===== src/rtl/ctrl_seq.sv =====
// Multi-cycle RV32I control sequencer: FETCH/DECODE/EXEC/MEM/WB with a shared memory port,
// datapath strobes, and sticky trap reporting (illegal opcode, SYSTEM, bus timeout).
module ctrl_seq #(
  parameter int unsigned MEM_TIMEOUT = 255
) (
  input  logic       clk,
  input  logic       rst,
  input  logic [6:0] opcode,
  input  logic       rd_w,
  input  logic       is_branch,
  input  logic       is_jmp,
  input  logic       br_taken,
  input  logic       mem_ack,
  output logic       mem_req,
  output logic       mem_we,
  output logic       mem_addr_sel,
  output logic       ir_we,
  output logic       mdr_we,
  output logic       pc_we,
  output logic       pc_sel,
  output logic       rf_we,
  output logic [1:0] rf_src,
  output logic       retire,
  output logic       trap,
  output logic [1:0] trap_cause
);

  localparam logic [6:0] OP_LUI    = 7'b0110111;
  localparam logic [6:0] OP_AUIPC  = 7'b0010111;
  localparam logic [6:0] OP_IMM    = 7'b0010011;
  localparam logic [6:0] OP_OP     = 7'b0110011;
  localparam logic [6:0] OP_JAL    = 7'b1101111;
  localparam logic [6:0] OP_JALR   = 7'b1100111;
  localparam logic [6:0] OP_BRANCH = 7'b1100011;
  localparam logic [6:0] OP_LOAD   = 7'b0000011;
  localparam logic [6:0] OP_STORE  = 7'b0100011;
  localparam logic [6:0] OP_MISC   = 7'b0001111;
  localparam logic [6:0] OP_SYSTEM = 7'b1110011;

  localparam logic [7:0] TIMEOUT = 8'(MEM_TIMEOUT);

  typedef enum logic [2:0] {
    S_FETCH  = 3'd0,
    S_DECODE = 3'd1,
    S_EXEC   = 3'd2,
    S_MEM    = 3'd3,
    S_WB     = 3'd4,
    S_TRAP   = 3'd5
  } state_t;

  state_t     r_state;
  state_t     w_next;
  logic [7:0] r_cnt;
  logic [1:0] r_cause;
  logic [1:0] w_cause_next;
  logic       r_gap;
  logic       w_is_store;

  assign w_is_store = (opcode == OP_STORE);

  // r_gap holds off a fetch for one cycle after any completed request (store ack -> FETCH).
  always_ff @(posedge clk) begin
    if (rst) begin
      r_state <= S_FETCH;
      r_cnt   <= 8'd0;
      r_cause <= 2'd0;
      r_gap   <= 1'b0;
    end else begin
      r_state <= w_next;
      r_cause <= w_cause_next;
      r_gap   <= mem_req & mem_ack;
      r_cnt   <= (mem_req && !mem_ack) ? r_cnt + 8'd1 : 8'd0;
    end
  end

  always_comb begin
    w_next       = r_state;
    w_cause_next = r_cause;
    mem_req      = 1'b0;
    mem_we       = 1'b0;
    mem_addr_sel = 1'b0;
    ir_we        = 1'b0;
    mdr_we       = 1'b0;
    pc_we        = 1'b0;
    pc_sel       = 1'b0;
    rf_we        = 1'b0;
    rf_src       = 2'd0;
    retire       = 1'b0;
    trap         = 1'b0;
    trap_cause   = 2'd0;

    case (r_state)
      S_FETCH: begin
        if (!r_gap) begin
          mem_req = 1'b1;
          if (mem_ack) begin
            ir_we  = 1'b1;
            w_next = S_DECODE;
          end else if (r_cnt == TIMEOUT) begin
            w_next       = S_TRAP;
            w_cause_next = 2'd3;
          end
        end
      end
      S_DECODE: begin
        case (opcode)
          OP_LUI, OP_AUIPC, OP_IMM, OP_OP, OP_JAL, OP_JALR,
          OP_BRANCH, OP_LOAD, OP_STORE, OP_MISC: w_next = S_EXEC;
          OP_SYSTEM: begin
            w_next       = S_TRAP;
            w_cause_next = 2'd2;
          end
          default: begin
            w_next       = S_TRAP;
            w_cause_next = 2'd1;
          end
        endcase
      end
      S_EXEC: begin
        if (opcode == OP_LOAD || w_is_store) begin
          w_next = S_MEM;
        end else if (is_branch) begin
          pc_we  = 1'b1;
          pc_sel = br_taken;
          retire = 1'b1;
          w_next = S_FETCH;
        end else if (is_jmp) begin
          rf_we  = 1'b1;
          rf_src = 2'd2;
          pc_we  = 1'b1;
          pc_sel = 1'b1;
          retire = 1'b1;
          w_next = S_FETCH;
        end else begin
          rf_we  = rd_w;
          pc_we  = 1'b1;
          retire = 1'b1;
          w_next = S_FETCH;
        end
      end
      S_MEM: begin
        mem_req      = 1'b1;
        mem_addr_sel = 1'b1;
        mem_we       = w_is_store;
        if (mem_ack) begin
          if (w_is_store) begin
            pc_we  = 1'b1;
            retire = 1'b1;
            w_next = S_FETCH;
          end else begin
            mdr_we = 1'b1;
            w_next = S_WB;
          end
        end else if (r_cnt == TIMEOUT) begin
          w_next       = S_TRAP;
          w_cause_next = 2'd3;
        end
      end
      S_WB: begin
        rf_we  = 1'b1;
        rf_src = 2'd1;
        pc_we  = 1'b1;
        retire = 1'b1;
        w_next = S_FETCH;
      end
      S_TRAP: begin
        trap       = 1'b1;
        trap_cause = r_cause;
      end
      default: w_next = S_FETCH;
    endcase

    // Reset abandons any request in flight: nothing is driven while rst is high.
    if (rst) begin
      mem_req      = 1'b0;
      mem_we       = 1'b0;
      mem_addr_sel = 1'b0;
      ir_we        = 1'b0;
      mdr_we       = 1'b0;
      pc_we        = 1'b0;
      pc_sel       = 1'b0;
      rf_we        = 1'b0;
      rf_src       = 2'd0;
      retire       = 1'b0;
      trap         = 1'b0;
      trap_cause   = 2'd0;
    end
  end

endmodule


===== config.mk =====
export PLATFORM = sky130hd
export DESIGN_NAME = ctrl_seq
export DESIGN_NICKNAME = d
export VERILOG_FILES = /design/src/rtl/ctrl_seq.sv
export SDC_FILE = /design/constraint.sdc
export NUM_CORES = 1
export LEC_CHECK = 0
export CORE_MARGIN = 2
export CORE_UTILIZATION = 45
export CTS_BUF_LIST = sky130_fd_sc_hd__clkbuf_8
export CTS_CLUSTER_SIZE = 24
export DETAILED_ROUTE_END_ITERATION = 8
export PLACE_DENSITY = 0.78
export SLEW_MARGIN = 20
export SYNTH_ARGS = -nofsm -noshare
export SYNTH_HDL_FRONTEND = slang
export SYNTH_SLANG_ARGS = --single-unit

===== constraint.sdc =====
create_clock -name clk -period 2.7 [get_ports clk]
set_clock_uncertainty 0.05 [all_clocks]
set_input_delay 0.81 -clock clk [delete_from_list [all_inputs] [get_ports clk]]
set_output_delay 0.81 -clock clk [all_outputs]
set_load 0.01 [all_outputs]

After elaboration in Yosys (flattened, before gate mapping)
Index checks and enable logic that the tools add are counted.
{"block": "classes", "add_sub_neg": 1, "eq_ne": 19, "muxes": 52, "bitwise": 3, "n_reduce_logical": 9}
{"cell": "$mux 1", "n": 29}
{"cell": "$eq 7x7->1 const B", "n": 4}
{"cell": "$eq 7x6->1 const B", "n": 3}
{"cell": "$mux 2", "n": 10}
{"cell": "$mux 3", "n": 6}
{"cell": "$pmux 3 s5", "n": 1}
{"cell": "$eq 7x5->1 const B", "n": 2}
{"cell": "$reduce_or 10->1", "n": 1}
{"cell": "$add 8x1->8 const B", "n": 1}
{"cell": "$eq 8x8->1 const B", "n": 1}
{"cell": "$pmux 2 s2", "n": 2}
{"cell": "$eq 7x2->1 const B", "n": 1}
{"cell": "$eq 7x4->1 const B", "n": 1}
{"cell": "$eq 3x2->1 const B", "n": 2}
{"cell": "$eq 3x3->1 const B", "n": 2}
{"cell": "$pmux 2 s3", "n": 1}
{"cell": "$ne 2x2->1 const B", "n": 2}
{"cell": "$pmux 1 s2", "n": 2}
{"cell": "$eq 3x1->1 const B", "n": 1}
{"cell": "$logic_not 3->1", "n": 1}
{"cell": "$pmux 1 s3", "n": 1}
{"cell": "$reduce_and 3->1", "n": 1}
{"cell": "$reduce_bool 3->1", "n": 1}
{"cell": "$not 1->1", "n": 2}
{"cell": "other kinds (6)", "n": 6}
{"block": "totals", "reg_bits": 14, "inputBits": 14, "output_inout_bits": 14, "word_cells": 88}

Longest topological paths before layout
Gate-level depths: netlist of the first run.
{"block": "logic_depth", "depth_word": 6, "ltp_mapped": 6, "ltp_nobuf": 5}

Least setup slack after synthesis of the first run
No wires, ideal clock.
{"block": "synth_timing", "path_type": "input port to output port", "start": "in opcode[6]", "end": "out retire", "t_arrival_ns": 2.059, "t_required_ns": 1.840, "setup_slack_ns": -0.219, "path_stages": 6, "n_path_buf": 2, "cell_sequence": "buf_6 and4bb_4 nand4_1 a211o_1 a21oi_1 buf_4"}
{"block": "synth_via", "elab_chain_len": 5}
{"item": "start, declared", "line": "8", "rtl": "input logic [6:0] opcode,"}
{"item": "$eq 7x6->1 / $eq 7x2->1 (equally long branches)", "line": "59, 120"}
{"item": "$mux 1 / $logic_or 1x1->1 (equally long branches)"}
{"item": "$mux 1, on equally long branches"}
{"item": "$pmux 1 s3 *"}
{"item": "$mux 1 *"}
{"item": "end, declared", "line": "23", "rtl": "output logic retire,"}
Every way passes the cells marked *; elsewhere a longest branch is shown, timed or not.

Worst setup path in the final report of the first run
{"block": "layout_timing", "start": "in opcode[6]", "end": "out retire"}
{"block": "layout_via", "elab_chain_len": 5}
{"item": "$eq 7x6->1 / $eq 7x2->1 (equally long branches)", "line": "59, 120"}
{"item": "$mux 1 / $logic_or 1x1->1 (equally long branches)", "line": "146, 120"}
{"item": "$mux 1, on equally long branches", "line": "145, 120"}
{"item": "$pmux 1 s3 *", "line": "92", "rtl": "case (r_state)"}
{"item": "$mux 1 *", "line": "174", "rtl": "if (rst) begin"}
Marks and branches as above.

==> results of run 1 <==
## path summary, 6_finish.rpt
check / from / end / slack (ps) / cells past startpoint
worst max-delay path: opcode[6] / retire / -50 / 6
worst min-delay path: r_cnt[0]$_SDFF_PP0_ / r_cnt[0]$_SDFF_PP0_ / 390 / 1
worst max register to register: r_state[0]$_SDFFE_PP0P_ / r_cnt[2]$_SDFF_PP0_ / 1040 / 5
worst min register to register: r_cnt[0]$_SDFF_PP0_ / r_cnt[0]$_SDFF_PP0_ / 390 / 1
## sequential cells by signal, indices dropped and copies added, names as in the netlist
name / cells
r_cnt: 8
r_gap: 1
r_state: 3
r_cause: 2
## area by class of cell
type / count / area share
clock buffer: 3 / 0.0277
timing repair buffer: 47 / 0.246
tap: 28 / 0.0235
multi-input combinational: 111 / 0.501
inverter: 5 / 0.0126
sequential: 14 / 0.189
## cells in the mapped netlist (3+ instances only)
| library cell | count |
|---|---|
| nor2_1 | 20 |
| dfxtp_1 | 14 |
| a21oi_1 | 9 |
| nand2_1 | 9 |
| and3_1 | 6 |
| inv_1 | 5 |
| nand2b_1 | 5 |
| nor3_1 | 5 |
| and2_1 | 4 |
| nand3_1 | 4 |
| nand4_1 | 4 |
| nor2b_1 | 4 |
| xnor2_1 | 4 |
| clkbuf_1 | 3 |
## timing repair
action	CTS	global route
endpoints found under the setup margin	14	6
pin swaps	9	3
gates resized for setup	65	7
setup buffers	1	0
hold buffers	0	0
## worst register-to-register path: stages (launching register included)
cell	delay [ps]
dfxtp_2	360
buf_4	160
nor3_2	220
a21oi_1	90
or4_1	560
nor2_1	150
## layer usage
| metal | up-vias | share of wire | GRT usage |
|---|---|---|---|
| met5 | - | 0 | 0 |
| met4 | 0 | 0 | 0.0395 |
| met3 | 0 | 0.057 | 0.0690 |
| met2 | 31 | 0.49 | 0.373 |
| met1 | 548 | 0.45 | 0.261 |
| li1 | 582 | - | - |
## power by group through the flow
stage / logic, mW / clock network [mW] / registers (mW)
6_report: 0.171 / 0.169 / 0.239
5_1_grt: 0.190 / 0.181 / 0.241
4_1_cts: 0.169 / 0.173 / 0.237
3_5_place_dp: 0.172 / 0 / 0.240
3_3_place_gp: 0.169 / 0 / 0.239
2_1_floorplan: 0.105 / 0 / 0.230
## per-stage QoR
| stage | cell area (µm²) | worst slack (ps) | cells |
|---|---|---|---|
| 6_report | 1490 | -54.9 | 208 |
| 2_1_floorplan | 1040 | -125 | 138 |
| 3_3_place_gp | 1440 | -842 | 204 |
| 3_5_place_dp | 1440 | -877 | 204 |
| 5_1_grt | 1490 | -123 | 208 |
| 4_1_cts | 1480 | -81.2 | 208 |
## kinds of logic (layout without fill, tap and decap cells)
family,count (synthesis),after routing,share of synthesized area
and+or+nand+nor,75,75,0.408
AOI/OAI and AO/OA,28,28,0.186
DFF,14,14,0.270
buffers and inverters,13,55,0.0639
xor gates and xnor gates,6,6,0.0507
adders and majority gates,1,1,0.0121
muxes,1,1,0.00965
==> results_tabular.tex, run 1 <==
\begin{tabular}{lr}
\hline
Metric & Value \\
\hline
\multicolumn{2}{l}{\textbf{Clock network}} \\
\quad Number of buffers between clock root and the deepest sink & 2 \\
\quad Clock Latency Late Sink & $\sim$240 ps \\
\quad Clock edge transition at the registers on the reported setup and hold paths & 50 ps \\
\quad Count of clock tree sinks & 14 \\
\quad Number of CTS-inserted buffers & 3 \\
\quad Clock tree from TritonCTS & built \\
\quad CTS H-tree lvls & 1 \\
\quad Clock Tree Root & clkbuf\_8 \\
\multicolumn{2}{l}{\textbf{Synth}} \\
\quad Async set-or-reset flop fraction in the synthesized netlist & 0 \\
\quad Register bit count reported by yosys & 14 \\
\quad Fraction of the yosys area taken by sequential cells & 0.270 \\
\quad Mean instance size in the synthesized netlist & 7.52 µm² \\
\quad Library cells used by synthesis & 44 \\
\quad Post-Syn Nets & roughly 150 \\
\quad Area fraction of the dominant cell type after synthesis & 0.270 \\
\quad Number of instances in the synthesized netlist & about 140 \\
\quad Netlist Area Pre-Place & 0.00104 mm² \\
\quad Number of synthesized flops with an enable pin & 0 \\
\quad Cell accounting for the most synthesized area & dfxtp\_1 \\
\quad Most instantiated flip-flop cell in the synthesis netlist & dfxtp\_1 \\
\quad Ys Warns & 0 \\
\quad Dominant cells by area after synthesis & dfxtp\_1, nor2\_1, a21oi\_1 \\
\multicolumn{2}{l}{\textbf{Place}} \\
\quad \# port buffers & 27 \\
\quad Routability Congestion & about 0.86 \\
\quad HPWL after detailed placement & 2040 µm \\
\multicolumn{2}{l}{\textbf{Pwr}} \\
\quad Leakage dissipation & roughly 0.65 nW \\
\quad NetSw & about 180 µW \\
\quad Share of total power in the clock network & 0.292 \\
\quad IR Drop Worst-Case VDD & 0.391 mV \\
\quad Internal Dissipation & slightly above 400 µW \\
\quad Power after layout & just under 600 µW \\
\quad Register share of total power & 0.413 \\
\quad Pwr Density & 389 mW/mm² \\
\quad Share of power burned in combinational logic & 0.295 \\
\quad Net Sw Frac & 0.302 \\
\multicolumn{2}{l}{\textbf{Setup path}} \\
\quad Number of buffer and inverter stages on the critical path & 2 \\
\quad Delay of the slowest cell on the worst path & around 340 ps \\
\quad Worst setup EP type & primary output \\
\quad Critical path arrival & 1890 ps \\
\quad Crit-path leading delay family & compound AO/OA/AOI/OAI gates \\
\quad CP Data Required Time & 1840 ps \\
\quad CP Cell Sequence & buf\_6 -> and4bb\_4 -> nand4\_1 -> a211o\_1 -> a21oi\_2 -> buf\_2 \\
\quad Worst setup path class & primary input to primary output \\
\quad Crit path launch type & primary input \\
\quad Maximum fanout count along the critical path & 4 \\
\quad Cell with the largest stage delay on the worst path & and4bb\_4 \\
\multicolumn{2}{l}{\textbf{Timing}} \\
\quad Fin. max-slew vios & 0 \\
\quad Final critical-path required period & 2750 ps \\
\quad Smallest setup slack after layout & -54.9 ps \\
\quad Slew Limit Headroom & 0.678 \\
\quad Fin crit share & 1.02 \\
\quad Transition time at the pin with the least slew margin & around 480 ps \\
\quad Timing-limited maximum frequency & between 0.3 and 0.4 GHz \\
\quad Aggregate negative setup slack & -108 ps \\
\quad Fin. Hold Viols & 0 \\
\quad Final setup vio count & 2 \\
\quad Worst hold slack & 391 ps \\
\quad Unrepaired setup endpoints after global routing & true \\
\multicolumn{2}{l}{\textbf{Layout}} \\
\quad Syn-to-layout area delta & 43.5\% \\
\quad Fraction of final layout cells with drive strength greater than 1 & 0.283 \\
\quad Multi-input combinational cell area & 746 µm² \\
\quad End-of-flow core utilization & 0.680 \\
\quad Number of antenna repair diodes & 0 \\
\quad Final-stage net count & roughly 200 \\
\quad Most frequent standard cell in the layout excluding fill and tap cells & buf\_4 \\
\quad Fill cell count & between 200 and 250 \\
\quad Commonest non-fill, non-tap cells in the layout & buf\_4, nor2\_1, dfxtp\_1 \\
\quad Total area of sequential cells & approximately 280 µm² \\
\multicolumn{2}{l}{\textbf{Drt}} \\
\quad Mean number of vias per cell & between 5 and 6 \\
\quad Average wire per cell in the routed design & 12.9 µm \\
\quad Aggregate routed wire length & approximately 2700 µm \\
\quad 1st-iter DRT viols & 23 \\
\quad Count of unresolved DRC violations after routing & 0 \\
\quad Number of antenna-violating nets in the routed design & 0 \\
\quad Via count & 1161 \\
\quad DR pass1 iterations & 4 \\
\multicolumn{2}{l}{\textbf{Outcome}} \\
\quad Status & finished with violations \\
\quad Violations in the final reports & negative setup slack \\
\multicolumn{2}{l}{\textbf{Floorplanning}} \\
\quad Vert. Die Dim & 52.0 µm \\
\quad Effective utilization at floorplan & 0.473 \\
\quad I/O pin total & 28 \\
\quad Std cell rows & 17 \\
\quad Core footprint & 0.00219 mm² \\
\quad DIE WIDTH & 52.0 µm \\
\quad Die area & roughly 0.0027 mm² \\
\multicolumn{2}{l}{\textbf{Global routing}} \\
\quad Via count of the first global-routing pass & around 1100 \\
\quad Maximum number of pins on one net before global-route repair & 12 \\
\quad Antenna violations before repair & 0 \\
\quad Wire length of the first global-routing pass & about 4400 µm \\
\quad Global-route usage over all layers & 0.216 \\
\quad Final global-route overflow total & 0 \\
\multicolumn{2}{l}{\textbf{Min path}} \\
\quad Worst hold-check path type & register to register \\
\multicolumn{2}{l}{\textbf{Flow run}} \\
\quad Number of max-cap violations & 0 \\
\hline
\end{tabular}
(Power assumes the default switching activity.)
==> run 2, diff against run 1 <==
--- a/config.mk
+++ b/config.mk
@@ -11,6 +11,7 @@
 export CTS_CLUSTER_SIZE = 24
 export DETAILED_ROUTE_END_ITERATION = 8
 export PLACE_DENSITY = 0.78
+export SKIP_LAST_GASP = 1
 export SLEW_MARGIN = 20
 export SYNTH_ARGS = -nofsm -noshare
 export SYNTH_HDL_FRONTEND = slang
==> results of run 2 <==
The final DEF is identical to that of run 1; final timing and power are the same.
==> run 3, diff against run 2 <==
--- a/config.mk
+++ b/config.mk
@@ -6,11 +6,10 @@
 export NUM_CORES = 1
 export LEC_CHECK = 0
 export CORE_MARGIN = 2
-export CORE_UTILIZATION = 45
-export CTS_BUF_LIST = sky130_fd_sc_hd__clkbuf_8
+export CORE_UTILIZATION = 43
 export CTS_CLUSTER_SIZE = 24
 export DETAILED_ROUTE_END_ITERATION = 8
-export PLACE_DENSITY = 0.78
+export PLACE_DENSITY = 0.75
 export SKIP_LAST_GASP = 1
 export SLEW_MARGIN = 20
 export SYNTH_ARGS = -nofsm -noshare
==> run 3 against run 2 <==
- the run still ends with negative setup slack left
- utilization decreased by 3.0 points
- power decreased by 3.4%
- first-iteration DRC count decreased by 30%
- worst setup slack improved by 0.84 ps
- register-to-register slack got worse by 30 ps
- count of clock-buffer cells in the layout increased by 1
- sequential power decreased by 2%
- die area increased by 4.3%
- sequential share of layout area increased by 0.22 points
- combinational power about the same
- largest power group unchanged
==> results_tabular.tex, run 3 (same netlist as run 1, synthesis figures left out) <==
\begin{tabular}{lr}
\hline
Metric & Value \\
\hline
\multicolumn{2}{l}{\textbf{Setup path}} \\
\quad Worst setup path class & primary input to primary output (unchanged) \\
\quad Crit path launch type & primary input (unchanged) \\
\quad Cell with the largest stage delay on the worst path & and4bb\_4 (unchanged) \\
\quad Number of buffer and inverter stages on the critical path & 2 (unchanged) \\
\quad FF-to-FF setup slack & 1010 ps (was 1040 ps) \\
\quad CP Cell Sequence & buf\_6 -> and4bb\_4 -> nand4\_1 -> a211o\_1 -> a21oi\_2 -> buf\_2 (unchanged) \\
\quad Critical path arrival & 1890 ps (about the same) \\
\quad Maximum fanout count along the critical path & 4 (unchanged) \\
\quad Crit-path leading delay family & simple AND/OR/NAND/NOR gates (was compound AO/OA/AOI/OAI gates) \\
\quad Worst setup EP type & primary output (unchanged) \\
\quad Delay of the slowest cell on the worst path & 340 ps (about the same) \\
\quad CP Data Required Time & 1840 ps (about the same) \\
\multicolumn{2}{l}{\textbf{Drt}} \\
\quad Aggregate routed wire length & 2690 µm (was 2680 µm) \\
\quad Via count & 1133 (was 1161) \\
\quad DR pass1 iterations & 4 (unchanged) \\
\quad Average wire per cell in the routed design & 12.9 µm (about the same) \\
\quad Mean number of vias per cell & 5.42 (was 5.58) \\
\quad Count of unresolved DRC violations after routing & 0 (unchanged) \\
\quad Number of antenna-violating nets in the routed design & 0 (unchanged) \\
\quad 1st-iter DRT viols & 16 (was 23) \\
\multicolumn{2}{l}{\textbf{Timing}} \\
\quad Smallest setup slack after layout & -54.1 ps (was -54.9 ps) \\
\quad Final critical-path required period & 2750 ps (about the same) \\
\quad Fin crit share & 1.02 (about the same) \\
\quad Fin. Hold Viols & 0 (unchanged) \\
\quad Unrepaired setup endpoints after global routing & true (unchanged) \\
\quad Timing-limited maximum frequency & 0.363 GHz (about the same) \\
\quad Final setup vio count & 2 (unchanged) \\
\quad Aggregate negative setup slack & -108 ps (about the same) \\
\quad Slew Limit Headroom & 0.703 (was 0.678) \\
\quad Fin. max-slew vios & 0 (unchanged) \\
\quad Transition time at the pin with the least slew margin & 434 ps (was 482 ps) \\
\multicolumn{2}{l}{\textbf{Global routing}} \\
\quad Final global-route overflow total & 0 (unchanged) \\
\quad Antenna violations before repair & 0 (unchanged) \\
\quad Via count of the first global-routing pass & 1090 (was 1083) \\
\quad Maximum number of pins on one net before global-route repair & 12 (unchanged) \\
\quad Wire length of the first global-routing pass & 4650 µm (was 4440 µm) \\
\quad Global-route usage over all layers & 0.224 (was 0.216) \\
\multicolumn{2}{l}{\textbf{Floorplanning}} \\
\quad Die area & 0.00282 mm² (was 0.00271 mm²) \\
\quad Std cell rows & 17 (unchanged) \\
\quad I/O pin total & 28 (unchanged) \\
\quad Effective utilization at floorplan & 0.460 (was 0.473) \\
\quad Core footprint & 0.00225 mm² (was 0.00219 mm²) \\
\quad DIE WIDTH & 53.1 µm (was 52.0 µm) \\
\quad Vert. Die Dim & 53.1 µm (was 52.0 µm) \\
\multicolumn{2}{l}{\textbf{Layout}} \\
\quad Flip-flop count of the largest register after layout & 8 (unchanged) \\
\quad Fraction of final layout cells with drive strength greater than 1 & 0.276 (was 0.283) \\
\quad Syn-to-layout area delta & 41.3\% (was 43.5\%) \\
\quad Fill cell count & 221 (was 201) \\
\quad Most frequent standard cell in the layout excluding fill and tap cells & buf\_4 (unchanged) \\
\quad Final instance area & 0.00147 mm² (was 0.00149 mm²) \\
\quad Register with the most flip-flops & r\_cnt (unchanged) \\
\quad Final-stage net count & 197 (unchanged) \\
\quad Number of antenna repair diodes & 0 (unchanged) \\
\quad Commonest non-fill, non-tap cells in the layout & buf\_4, nor2\_1, dfxtp\_1 (unchanged) \\
\quad Top flop regs & r\_cnt: 8 flops, r\_state: 3 flops, r\_cause: 2 flops (unchanged) \\
\multicolumn{2}{l}{\textbf{Clock network}} \\
\quad Number of CTS-inserted buffers & 3 (unchanged) \\
\quad Clock edge transition at the registers on the reported setup and hold paths & 80 ps (was 50 ps) \\
\quad Number of buffers inserted by post-CTS setup repair & 0 (was 1) \\
\quad Clock Latency Late Sink & 280 ps (was 240 ps) \\
\quad Clock Tree Root & clkbuf\_4 (was clkbuf\_8) \\
\quad Hold buffers post-CTS & 0 (unchanged) \\
\quad Number of buffers between clock root and the deepest sink & 2 (unchanged) \\
\quad CTS H-tree lvls & 1 (unchanged) \\
\quad Count of clock tree sinks & 14 (unchanged) \\
\quad Clock tree from TritonCTS & built (unchanged) \\
\multicolumn{2}{l}{\textbf{Outcome}} \\
\quad Violations in the final reports & negative setup slack (unchanged) \\
\quad Status & finished with violations (unchanged) \\
\multicolumn{2}{l}{\textbf{Pwr}} \\
\quad Leakage dissipation & 0.633 nW (was 0.652 nW) \\
\quad Pwr Density & 382 mW/mm² (was 389 mW/mm²) \\
\quad NetSw & 172 µW (was 175 µW) \\
\quad Power after layout & 559 µW (was 579 µW) \\
\quad Share of total power in the clock network & 0.271 (was 0.292) \\
\quad Register share of total power & 0.420 (was 0.413) \\
\quad IR Drop Worst-Case VDD & 0.318 mV (was 0.391 mV) \\
\quad Net Sw Frac & 0.308 (was 0.302) \\
\quad Internal Dissipation & 387 µW (was 404 µW) \\
\quad Share of power burned in combinational logic & 0.309 (was 0.295) \\
\multicolumn{2}{l}{\textbf{Flow run}} \\
\quad Number of max-cap violations & 0 (unchanged) \\
\multicolumn{2}{l}{\textbf{Place}} \\
\quad HPWL after detailed placement & 2080 µm (was 2040 µm) \\
\quad \# port buffers & 27 (unchanged) \\
\quad Placement Setup Slack & -902 ps (was -877 ps) \\
\quad Post-detailed-placement cell area & 0.00145 mm² (was 0.00144 mm²) \\
\quad Routability Congestion & 0.864 (was 0.863) \\
\multicolumn{2}{l}{\textbf{Min path}} \\
\quad Worst hold-check path type & register to register (unchanged) \\
\hline
\end{tabular}
-- run 3: metrics by stage --
stage,util,hold WS (ps),instances
final,0.650,406,209
after global routing,0.650,427,209
after CTS,0.651,408,209
after detailed placement,0.643,383,205
after global placement,0.643,374,205
after floorplan,-,363,138
-- run 3: area by class of cell --
type | count | area (µm²) | area share
clock buffers | 4 | 36.3 | 0.0248
repair buffers | 47 | 360 | 0.246
flip-flops and latches | 14 | 280 | 0.191
well taps | 28 | 35.0 | 0.0239
inverters | 5 | 18.8 | 0.0128
multi-input cells | 111 | 734 | 0.501
-- run 3: power groups by stage --
stage | Combinational [mW] | Sequential (mW) | Clock (mW)
5_1_grt | 0.191 | 0.236 | 0.167
2_1_floorplan | 0.105 | 0.230 | 0
3_5_place_dp | 0.176 | 0.237 | 0
3_3_place_gp | 0.171 | 0.237 | 0
4_1_cts | 0.172 | 0.234 | 0.155
6_report | 0.173 | 0.235 | 0.152
-- run 3: timing repair --
| action | CTS | global route |
|---|---|---|
| pin swaps | 8 | 1 |
| gates resized for setup | 65 | 4 |
| setup endpoints to repair | 14 | 10 |
-- run 3: worst paths after layout --
check / startpoint / endpoint / cells after the start
min: r_cnt[0]$_SDFF_PP0_ / r_cnt[0]$_SDFF_PP0_ / 1
max: opcode[6] / pc_we / 6
max reg2reg: r_state[0]$_SDFFE_PP0P_ / r_cause[0]$_SDFFE_PP0P_ / 6
min reg2reg: r_cnt[0]$_SDFF_PP0_ / r_cnt[0]$_SDFF_PP0_ / 1
-- run 3: routing by layer --
| metal | vias to the layer above | global-route usage | wire length (µm) |
|---|---|---|---|
| met1 | 517 | 0.288 | 1310 |
| li1 | 577 | - | - |
| met2 | 34 | 0.365 | 1170 |
| met5 | - | 0 | 0 |
| met4 | 0 | 0.0726 | 38 |
| met3 | 5 | 0.0537 | 176 |
-- run 3: worst register-to-register path: stages, from the launching register on --
cell and delay (ps):
dfxtp_1 430, buf_4 170, buf_4 120, and2b_1 220, nand2_1 130, a2111oi_0 370, nor4_1 90
